### config.mk
export PLATFORM = sky130hd
export DESIGN_NAME = texel_fetch_sequencer_flat
export DESIGN_NICKNAME = d
export VERILOG_FILES = /design/src/rtl/texel_fetch_sequencer_if.sv /design/src/rtl/texel_fetch_sequencer.sv /design/src/flat_wrapper.sv
export SDC_FILE = /design/constraint.sdc
export NUM_CORES = 1
export LEC_CHECK = 0
export CAP_MARGIN = 20
export CORE_MARGIN = 2
export CORE_UTILIZATION = 35
export DETAILED_ROUTE_END_ITERATION = 16
export PLACE_DENSITY = 0.65
export SLEW_MARGIN = 40
export SYNTH_ARGS = -nofsm -noshare
export SYNTH_HDL_FRONTEND = slang
export SYNTH_SLANG_ARGS = --single-unit
### constraint.sdc
create_clock -name aclk -period 1.7 [get_ports aclk]
set_input_delay 0.51 -clock aclk [delete_from_list [all_inputs] [get_ports aclk]]
set_output_delay 0.51 -clock aclk [all_outputs]
set_load 0.05 [all_outputs]
### src/rtl/texel_fetch_sequencer_if.sv
// Bus bundle for the texel fetch sequencer: coordinate input, texture RAM
// read port and filter-side texel quad output.
interface texel_fetch_sequencer_if #(
    parameter int unsigned USER_WIDTH = 1,
    parameter int unsigned ADDR_WIDTH = 16
);
    logic                  s_valid;
    logic                  s_ready;
    logic [USER_WIDTH-1:0] s_user;
    logic [31:0]           s_texS;
    logic [31:0]           s_texT;

    logic                  mem_rd;
    logic [ADDR_WIDTH-1:0] mem_addr;
    logic [31:0]           mem_rdata;

    logic                  m_valid;
    logic                  m_ready;
    logic [USER_WIDTH-1:0] m_user;
    logic [31:0]           m_texel00;
    logic [31:0]           m_texel01;
    logic [31:0]           m_texel10;
    logic [31:0]           m_texel11;
    logic [15:0]           m_texelSubCoordS;
    logic [15:0]           m_texelSubCoordT;

    // Sequencer side
    modport slave (
        input  s_valid, s_user, s_texS, s_texT, mem_rdata, m_ready,
        output s_ready, mem_rd, mem_addr,
        output m_valid, m_user, m_texel00, m_texel01, m_texel10, m_texel11,
        output m_texelSubCoordS, m_texelSubCoordT
    );

    // Rasterizer / RAM / filter side
    modport master (
        output s_valid, s_user, s_texS, s_texT, mem_rdata, m_ready,
        input  s_ready, mem_rd, mem_addr,
        input  m_valid, m_user, m_texel00, m_texel01, m_texel10, m_texel11,
        input  m_texelSubCoordS, m_texelSubCoordT
    );
endinterface

### src/rtl/texel_fetch_sequencer.sv
// Bilinear texel fetch sequencer: maps a Q16.16 coordinate pair to four
// wrapped/clamped texel addresses, reads them one per cycle, emits the quad.
module texel_fetch_sequencer #(
    parameter int unsigned USER_WIDTH = 1,
    parameter int unsigned ADDR_WIDTH = 16,
    parameter int unsigned MAX_LOG2   = 8
) (
    input  logic                    aclk,
    input  logic                    resetn,
    input  logic [3:0]              conf_widthLog2,
    input  logic [3:0]              conf_heightLog2,
    input  logic                    conf_clampS,
    input  logic                    conf_clampT,
    input  logic                    conf_filterEnable,
    texel_fetch_sequencer_if.slave  bus
);

    localparam int unsigned LINE_W = 2 * MAX_LOG2;
    localparam int unsigned CRD_W  = 17;

    typedef enum logic [2:0] {
        IDLE  = 3'd0,
        RD00  = 3'd1,
        RD01  = 3'd2,
        RD10  = 3'd3,
        RD11  = 3'd4,
        DRAIN = 3'd5,
        OUT   = 3'd6
    } state_t;

    state_t r_state;
    state_t w_state_nxt;

    logic                    w_accept;
    logic [3:0]              w_wlg;
    logic [3:0]              w_hlg;
    logic signed [CRD_W-1:0] w_x0;
    logic signed [CRD_W-1:0] w_x1;
    logic signed [CRD_W-1:0] w_y0;
    logic signed [CRD_W-1:0] w_y1;
    logic [MAX_LOG2-1:0]     w_cx0;
    logic [MAX_LOG2-1:0]     w_cx1;
    logic [MAX_LOG2-1:0]     w_cy0;
    logic [MAX_LOG2-1:0]     w_cy1;
    logic [ADDR_WIDTH-1:0]   w_addr00;
    logic [ADDR_WIDTH-1:0]   w_addr01;
    logic [ADDR_WIDTH-1:0]   w_addr10;
    logic [ADDR_WIDTH-1:0]   w_addr11;

    logic                    w_rd_nxt;
    logic [1:0]              w_rd_idx_nxt;
    logic [ADDR_WIDTH-1:0]   w_addr_nxt;

    logic [ADDR_WIDTH-1:0]   r_addr01;
    logic [ADDR_WIDTH-1:0]   r_addr10;
    logic [ADDR_WIDTH-1:0]   r_addr11;
    logic                    r_filt;
    logic                    r_s_ready;
    logic                    r_m_valid;
    logic                    r_mem_rd;
    logic [ADDR_WIDTH-1:0]   r_mem_addr;
    logic [1:0]              r_rd_idx;
    logic                    r_pend;
    logic [1:0]              r_pend_idx;
    logic [USER_WIDTH-1:0]   r_user;
    logic [31:0]             r_tex00;
    logic [31:0]             r_tex01;
    logic [31:0]             r_tex10;
    logic [31:0]             r_tex11;
    logic [15:0]             r_sub_s;
    logic [15:0]             r_sub_t;

    // Map one signed texel coordinate onto [0, 2^lg) by wrap or clamp.
    function automatic logic [MAX_LOG2-1:0] f_coord(
        input logic signed [CRD_W-1:0] c,
        input logic [3:0]              lg,
        input logic                    clamp
    );
        logic [CRD_W-1:0] lim;
        logic [CRD_W-1:0] res;
        lim = (CRD_W'(1) << lg) - CRD_W'(1);
        if (!clamp) begin
            res = $unsigned(c) & lim;
        end else if (c[CRD_W-1]) begin
            res = '0;
        end else if ($unsigned(c) > lim) begin
            res = lim;
        end else begin
            res = $unsigned(c);
        end
        return MAX_LOG2'(res);
    endfunction

    function automatic logic [ADDR_WIDTH-1:0] f_addr(
        input logic [MAX_LOG2-1:0] y,
        input logic [MAX_LOG2-1:0] x,
        input logic [3:0]          lg
    );
        logic [LINE_W-1:0] a;
        a = (LINE_W'(y) << lg) | LINE_W'(x);
        return ADDR_WIDTH'(a);
    endfunction

    assign w_accept = bus.s_valid && r_s_ready;

    // Oversized texture dimensions saturate to the largest supported size.
    assign w_wlg = (conf_widthLog2  > 4'(MAX_LOG2)) ? 4'(MAX_LOG2) : conf_widthLog2;
    assign w_hlg = (conf_heightLog2 > 4'(MAX_LOG2)) ? 4'(MAX_LOG2) : conf_heightLog2;

    assign w_x0 = {bus.s_texS[31], bus.s_texS[31:16]};
    assign w_y0 = {bus.s_texT[31], bus.s_texT[31:16]};
    assign w_x1 = w_x0 + 17'sd1;
    assign w_y1 = w_y0 + 17'sd1;

    assign w_cx0 = f_coord(w_x0, w_wlg, conf_clampS);
    assign w_cx1 = f_coord(w_x1, w_wlg, conf_clampS);
    assign w_cy0 = f_coord(w_y0, w_hlg, conf_clampT);
    assign w_cy1 = f_coord(w_y1, w_hlg, conf_clampT);

    assign w_addr00 = f_addr(w_cy0, w_cx0, w_wlg);
    assign w_addr01 = f_addr(w_cy0, w_cx1, w_wlg);
    assign w_addr10 = f_addr(w_cy1, w_cx0, w_wlg);
    assign w_addr11 = f_addr(w_cy1, w_cx1, w_wlg);

    // State register
    always_ff @(posedge aclk or negedge resetn) begin
        if (!resetn) begin
            r_state <= IDLE;
        end else begin
            r_state <= w_state_nxt;
        end
    end

    // Next state and the read strobe/address to be registered for it
    always_comb begin
        w_state_nxt  = r_state;
        w_rd_nxt     = 1'b0;
        w_rd_idx_nxt = 2'd0;
        w_addr_nxt   = '0;

        case (r_state)
            IDLE:    if (w_accept) w_state_nxt = RD00;
            RD00:    w_state_nxt = r_filt ? RD01 : DRAIN;
            RD01:    w_state_nxt = RD10;
            RD10:    w_state_nxt = RD11;
            RD11:    w_state_nxt = DRAIN;
            DRAIN:   w_state_nxt = OUT;
            OUT:     if (bus.m_ready) w_state_nxt = IDLE;
            default: w_state_nxt = IDLE;
        endcase

        // RD00 is only entered from IDLE, so its address comes straight from the input.
        case (w_state_nxt)
            RD00: begin
                w_rd_nxt     = 1'b1;
                w_rd_idx_nxt = 2'd0;
                w_addr_nxt   = w_addr00;
            end
            RD01: begin
                w_rd_nxt     = 1'b1;
                w_rd_idx_nxt = 2'd1;
                w_addr_nxt   = r_addr01;
            end
            RD10: begin
                w_rd_nxt     = 1'b1;
                w_rd_idx_nxt = 2'd2;
                w_addr_nxt   = r_addr10;
            end
            RD11: begin
                w_rd_nxt     = 1'b1;
                w_rd_idx_nxt = 2'd3;
                w_addr_nxt   = r_addr11;
            end
            default: ;
        endcase
    end

    // Registered handshake and RAM port
    always_ff @(posedge aclk or negedge resetn) begin
        if (!resetn) begin
            r_s_ready  <= 1'b1;
            r_m_valid  <= 1'b0;
            r_mem_rd   <= 1'b0;
            r_mem_addr <= '0;
            r_rd_idx   <= 2'd0;
            r_pend     <= 1'b0;
            r_pend_idx <= 2'd0;
        end else begin
            r_s_ready  <= (w_state_nxt == IDLE);
            r_m_valid  <= (w_state_nxt == OUT);
            r_mem_rd   <= w_rd_nxt;
            r_mem_addr <= w_addr_nxt;
            r_rd_idx   <= w_rd_idx_nxt;
            r_pend     <= r_mem_rd;
            r_pend_idx <= r_rd_idx;
        end
    end

    // Transaction context latched at accept; read data lands one cycle after the strobe.
    always_ff @(posedge aclk or negedge resetn) begin
        if (!resetn) begin
            r_addr01 <= '0;
            r_addr10 <= '0;
            r_addr11 <= '0;
            r_filt   <= 1'b0;
            r_user   <= '0;
            r_sub_s  <= '0;
            r_sub_t  <= '0;
            r_tex00  <= '0;
            r_tex01  <= '0;
            r_tex10  <= '0;
            r_tex11  <= '0;
        end else begin
            if (w_accept) begin
                r_addr01 <= w_addr01;
                r_addr10 <= w_addr10;
                r_addr11 <= w_addr11;
                r_filt   <= conf_filterEnable;
                r_user   <= bus.s_user;
                r_sub_s  <= conf_filterEnable ? bus.s_texS[15:0] : 16'd0;
                r_sub_t  <= conf_filterEnable ? bus.s_texT[15:0] : 16'd0;
            end
            if (r_pend) begin
                unique case (r_pend_idx)
                    2'd0: begin
                        r_tex00 <= bus.mem_rdata;
                        if (!r_filt) begin
                            r_tex01 <= bus.mem_rdata;
                            r_tex10 <= bus.mem_rdata;
                            r_tex11 <= bus.mem_rdata;
                        end
                    end
                    2'd1: r_tex01 <= bus.mem_rdata;
                    2'd2: r_tex10 <= bus.mem_rdata;
                    2'd3: r_tex11 <= bus.mem_rdata;
                endcase
            end
        end
    end

    assign bus.s_ready          = r_s_ready;
    assign bus.mem_rd           = r_mem_rd;
    assign bus.mem_addr         = r_mem_addr;
    assign bus.m_valid          = r_m_valid;
    assign bus.m_user           = r_user;
    assign bus.m_texel00        = r_tex00;
    assign bus.m_texel01        = r_tex01;
    assign bus.m_texel10        = r_tex10;
    assign bus.m_texel11        = r_tex11;
    assign bus.m_texelSubCoordS = r_sub_s;
    assign bus.m_texelSubCoordT = r_sub_t;

endmodule

### src/flat_wrapper.sv
// flat-port wrapper written by rule: the top's interface ports become plain ports
module texel_fetch_sequencer_flat 
#(
    parameter int unsigned USER_WIDTH = 1,
    parameter int unsigned ADDR_WIDTH = 16,
    parameter int unsigned MAX_LOG2   = 8
)
  (aclk, resetn, conf_widthLog2, conf_heightLog2, conf_clampS, conf_clampT, conf_filterEnable, bus_s_valid, bus_s_user, bus_s_texS, bus_s_texT, bus_mem_rdata, bus_m_ready, bus_s_ready, bus_mem_rd, bus_mem_addr, bus_m_valid, bus_m_user, bus_m_texel00, bus_m_texel01, bus_m_texel10, bus_m_texel11, bus_m_texelSubCoordS, bus_m_texelSubCoordT);
  texel_fetch_sequencer_if #(.USER_WIDTH(USER_WIDTH), .ADDR_WIDTH(ADDR_WIDTH)) bus_i ();
  input  logic aclk;
  input  logic resetn;
  input  logic [3:0] conf_widthLog2;
  input  logic [3:0] conf_heightLog2;
  input  logic conf_clampS;
  input  logic conf_clampT;
  input  logic conf_filterEnable;
  input wire logic [$bits(bus_i.s_valid)-1:0] bus_s_valid;
  input wire logic [$bits(bus_i.s_user)-1:0] bus_s_user;
  input wire logic [$bits(bus_i.s_texS)-1:0] bus_s_texS;
  input wire logic [$bits(bus_i.s_texT)-1:0] bus_s_texT;
  input wire logic [$bits(bus_i.mem_rdata)-1:0] bus_mem_rdata;
  input wire logic [$bits(bus_i.m_ready)-1:0] bus_m_ready;
  output wire logic [$bits(bus_i.s_ready)-1:0] bus_s_ready;
  output wire logic [$bits(bus_i.mem_rd)-1:0] bus_mem_rd;
  output wire logic [$bits(bus_i.mem_addr)-1:0] bus_mem_addr;
  output wire logic [$bits(bus_i.m_valid)-1:0] bus_m_valid;
  output wire logic [$bits(bus_i.m_user)-1:0] bus_m_user;
  output wire logic [$bits(bus_i.m_texel00)-1:0] bus_m_texel00;
  output wire logic [$bits(bus_i.m_texel01)-1:0] bus_m_texel01;
  output wire logic [$bits(bus_i.m_texel10)-1:0] bus_m_texel10;
  output wire logic [$bits(bus_i.m_texel11)-1:0] bus_m_texel11;
  output wire logic [$bits(bus_i.m_texelSubCoordS)-1:0] bus_m_texelSubCoordS;
  output wire logic [$bits(bus_i.m_texelSubCoordT)-1:0] bus_m_texelSubCoordT;
  assign bus_i.s_valid = bus_s_valid;
  assign bus_i.s_user = bus_s_user;
  assign bus_i.s_texS = bus_s_texS;
  assign bus_i.s_texT = bus_s_texT;
  assign bus_i.mem_rdata = bus_mem_rdata;
  assign bus_i.m_ready = bus_m_ready;
  assign bus_s_ready = bus_i.s_ready;
  assign bus_mem_rd = bus_i.mem_rd;
  assign bus_mem_addr = bus_i.mem_addr;
  assign bus_m_valid = bus_i.m_valid;
  assign bus_m_user = bus_i.m_user;
  assign bus_m_texel00 = bus_i.m_texel00;
  assign bus_m_texel01 = bus_i.m_texel01;
  assign bus_m_texel10 = bus_i.m_texel10;
  assign bus_m_texel11 = bus_i.m_texel11;
  assign bus_m_texelSubCoordS = bus_i.m_texelSubCoordS;
  assign bus_m_texelSubCoordT = bus_i.m_texelSubCoordT;
  texel_fetch_sequencer #(.USER_WIDTH(USER_WIDTH), .ADDR_WIDTH(ADDR_WIDTH), .MAX_LOG2(MAX_LOG2)) u_core (.aclk(aclk), .resetn(resetn), .conf_widthLog2(conf_widthLog2), .conf_heightLog2(conf_heightLog2), .conf_clampS(conf_clampS), .conf_clampT(conf_clampT), .conf_filterEnable(conf_filterEnable), .bus(bus_i));
endmodule
==> results.py <==
metrics = {
    "min_path": {
        "hold_end": "u_core.r_pend_idx[0]$_DFF_PN0_",
        "hp-class": "reg -> reg",
        "whs_path_depth": 0,
        "min-delay-start": "u_core.r_rd_idx[0]$_DFF_PN0_",
    },
    "worst_setup_path": {
        "end_kind": "register",
        "cp_max_fo": 6,
        "reg2reg_to": "u_core.bus.mem_addr[7]$_DFF_PN0_",
        "reg2reg_slack_ns": 0.01,
        "r2r_start": "u_core.bus.s_ready$_DFF_PN1_",
        "worst_ep_required_time_ns": 2.11,
        "critPathKind": "in -> reg",
        "r2r_cells": 4,
        "cp.arrival_ns": 4.42,
        "crit_path_max_incr_delay_ns": 0.57,
        "path_cells": "buf_6 > or2_4 > or3_4 > ha_4 > a21oi_2 > nor2_1 > a21o_1 > buf_6 > ha_4 > nor2b_1 > o21bai_1 > a21oi_2 > a2111o_2 > buf_6 > buf_6 > a21oi_4 > o41ai_2 > buf_4 > buf_6 > nand2_1 > o221a_2 > nor2_1 > o31a_1",
        "path_common_cell": "buf_6",
        "crit_slowest_cell": "a2111o_2",
        "cp-start-kind": "input pin",
    },
    "cts": {
        "cts_tree": "yes",
        "htreeDepth": 1,
        "clkSlewWorstSetupHoldPaths_ns": 0.06,
        "insertion_delay_ns": 0.52,
        "cts_buffers": 23,
        "clk_path_buf_depth": 3,
        "root_buffer": "clkbuf_16",
        "cts_sinks": 229,
    },
    "pwr": {
        "leakage_nw": 10.3,
        "seqPwrFrac_pct": 26.3,
        "comb_power_share_pct": 61.9,
        "powerDensity_nw_per_um2": 1790,
        "p_clk_share_pct": 11.8,
        "swShare_pct": 42.6,
        "vdd_ir_drop_max_mv": 0.737,
        "netSwitchingPower_w": 0.0176,
        "internal_power_w": 0.0237,
    },
    "flow_run": {
        "maxCapViolations": 0,
    },
    "die": {
        "coreArea_um2": 36800,
        "ios": 292,
        "start_util_pct": 35.7,
        "rows": 70,
        "die_h_um": 198,
        "die_w_um": 198,
        "dieArea_um2": 39100,
    },
    "sta": {
        "tightest_slew_ns": 0.573,
        "slew_violations": 0,
        "clock_skew_ns": 0.0172,
        "setup_ws_ns": -2.32,
        "hold_ws_ns": 0.348,
        "slew_headroom_pct": 61.7,
        "fmax_mhz": 249,
        "rsz0062_at_grt": "yes",
        "fin_crit_sh_pct": 236,
        "finalHoldViolations": 0,
        "tns_ns": -118.22,
        "period_minus_slack_ns": 4.02,
        "setup_violations": 57,
    },
    "final_layout": {
        "synthToLayoutAreaGrowth_pct": 75.3,
        "drive_above_1_share_pct": 46.8,
        "n_antenna_cell": 0,
        "fillCellCount": 2835,
        "regArea_um2": 5730,
        "multiInputGateArea_um2": 8380,
        "fin_nets": 2075,
        "final_cell_area_um2": 23000,
        "final_cells": 2348,
    },
    "placed_design": {
        "port_buffers": 291,
        "gp_congestion": 0.915,
        "dp_cells": 2262,
        "place_hpwl_mm": 33.6,
        "place_ws_ns": -3.27,
        "placed_cell_area_um2": 20800,
    },
    "logic_synthesis": {
        "postSynthAreaPerCell_um2": 10.3,
        "netlist.area_leader.share_pct": 43.5,
        "async_flop_share_pct": 100,
        "yosys-top-cells-area": "dfrtp_1 (43%), mux2_2 (11%), ha_1 (9.4%), nand2_1 (4.0%), nand3_1 (2.2%)",
        "netlist_area_um2": 13100,
        "synth_edf_count": 0,
        "ys.flop_type": "dfrtp_1",
        "synth_cells": 1272,
        "yosysWarnings": 0,
        "yosys-top-cells-count": "dfrtp_1 (228), nand2_1 (140), mux2_2 (134), ha_1 (99), nor2_1 (72)",
        "ys_ff_latch": 229,
        "synth_area_leader_cell": "dfrtp_1",
        "synth_cell_types": 82,
        "ys_seq_area_share_pct": 43.7,
        "yosysMostFrequentCell": "dfrtp_1",
    },
    "global_route": {
        "antenna_found_initial": 1,
        "grt_pass1_wl_mm": 68.9,
        "gr-total-overflow": 0,
        "grt_max_degree": 43,
        "grt_use_total_pct": 22.0,
        "grt_pass1_vias": 12700,
    },
    "detailed_routing": {
        "wire_per_inst_um": 18.9,
        "wl_mm": 44.4,
        "detail_route.first_pass.iterations": 6,
        "via_per_inst": 5.21,
        "ant_nets": 0,
        "drc": 0,
        "drt_iter0_markers": 687,
        "vias": 12200,
    },
    "outcome": {
        "violations": "setup timing",
        "status": "finished, violations left",
    },
}
==> repair_timing <==
item	in CTS	in global routing
setup buffers	21	29
hold endpoints to repair	32	0
pin swaps	75	93
setup endpoints to repair	58	72
hold buffers	1	0
cloned	0	0
gates resized for setup	161	113
==> cell families after synthesis <==
family	share of synthesized area [%]
AOI/OAI and AO/OA	14.4
xor gates and xnor gates	1.93
adders and majority gates	9.43
buffers and inverters	2.98
DFF	43.7
muxes	13.9
other	0.0286
and+or+nand+nor	13.6
==> stage by stage <==
| step | total power, W | utilization (%) |
|---|---|---|
| floorplan | 0.0223 | - |
| global placement | 0.0354 | 56.6 |
| detailed placement | 0.0359 | 56.6 |
| CTS | 0.0412 | 60.7 |
| global route | 0.0431 | 62.6 |
| finish | 0.0413 | 62.6 |
==> layout by cell type, fill, tap and decap left out, types with 15 or more instances in the layout <==
cell,Yosys,final
buf_4,1,261
xnor2_1,15,15
buf_6,1,42
nand2b_1,15,15
o21ai_0,49,19
mux2i_1,28,23
nand3_1,59,54
o21ai_2,4,17
buf_12,0,194
nand2_1,140,134
ha_1,99,90
a21oi_2,4,24
clkdlybuf4s50_1,0,94
o21ai_1,8,16
mux2_2,134,131
conb_1,1,24
inv_1,34,31
nor2_1,72,56
clkbuf_16,0,23
a21oi_1,48,23
dfrtp_1,228,227
==> state kept, by name, summed over array words and instances (netlist names) <==
register	cells
u_core.r_filt	1
u_core.r_rd_idx	2
u_core.r_pend	1
u_core.bus.m_valid	1
u_core.r_addr11	16
u_core.bus.mem_rd	1
u_core.bus.mem_addr	16
u_core.bus.m_user	1
u_core.bus.m_texel10	32
u_core.bus.m_texel11	32
u_core.bus.s_ready	1
u_core.r_pend_idx	2
u_core.r_state	3
u_core.bus.m_texelSubCoordT	16
u_core.r_addr10	8
u_core.bus.m_texel01	32
u_core.r_addr01	16
u_core.bus.m_texelSubCoordS	16
u_core.bus.m_texel00	32
==> worst max-delay path by stage <==
stage	startpoint	to	slack [ns]	cells after the start
global route	conf_heightLog2[3]	u_core.bus.mem_addr[9]$_DFF_PN0_	-2.44	23
detailed placement	conf_heightLog2[2]	u_core.bus.mem_addr[7]$_DFF_PN0_	-3.27	21
floorplan	conf_heightLog2[2]	u_core.r_addr11[8]$_DFFE_PN0P_	-2.72	19
global placement	conf_heightLog2[2]	u_core.r_addr10[3]$_DFFE_PN0P_	-3.18	19
CTS	conf_heightLog2[3]	u_core.r_addr11[8]$_DFFE_PN0P_	-2.34	18
finish	conf_heightLog2[3]	u_core.bus.mem_addr[4]$_DFF_PN0_	-2.32	23
==> worst max-delay path: cells and delay by family <==
kind,cells,cell delay [ns]
adder cells (fa/ha/maj),2,0.47
AO/OA/AOI/OAI,9,1.80
AND/OR/NAND/NOR,6,0.86
buffers and inverters,6,0.80
==> power groups by stage <==
| stage | combinational [W] | clock, W | sequential (W) |
|---|---|---|---|
| 6_report | 0.0255 | 0.00485 | 0.0109 |
| 4_1_cts | 0.0254 | 0.00501 | 0.0109 |
| 3_5_place_dp | 0.0250 | 0 | 0.0109 |
| 5_1_grt | 0.0266 | 0.00521 | 0.0112 |
| 2_1_floorplan | 0.00541 | 0 | 0.0169 |
| 3_3_place_gp | 0.0247 | 0 | 0.0108 |
==> final cells by class <==
class,instances,share of cell area [%]
Clock buffer,36,2.97
Inverter,37,0.625
Multi-Input combinational cell,965,36.4
Clock inverter,5,0.174
Tap cell,468,2.54
Sequential cell,229,24.9
Timing Repair Buffer,608,32.4
==> per-layer routing <==
| layer | GRT usage [%] | up-vias | part of all wire (%) |
|---|---|---|---|
| met5 | 0 | - | 0 |
| met4 | 5.18 | 0 | 2.1 |
| met3 | 3.36 | 81 | 6.1 |
| met2 | 40.3 | 424 | 50 |
| met1 | 27.2 | 5971 | 41 |
| li1 | - | 5760 | - |
Note: power is estimated with default switching activity, not from simulation.
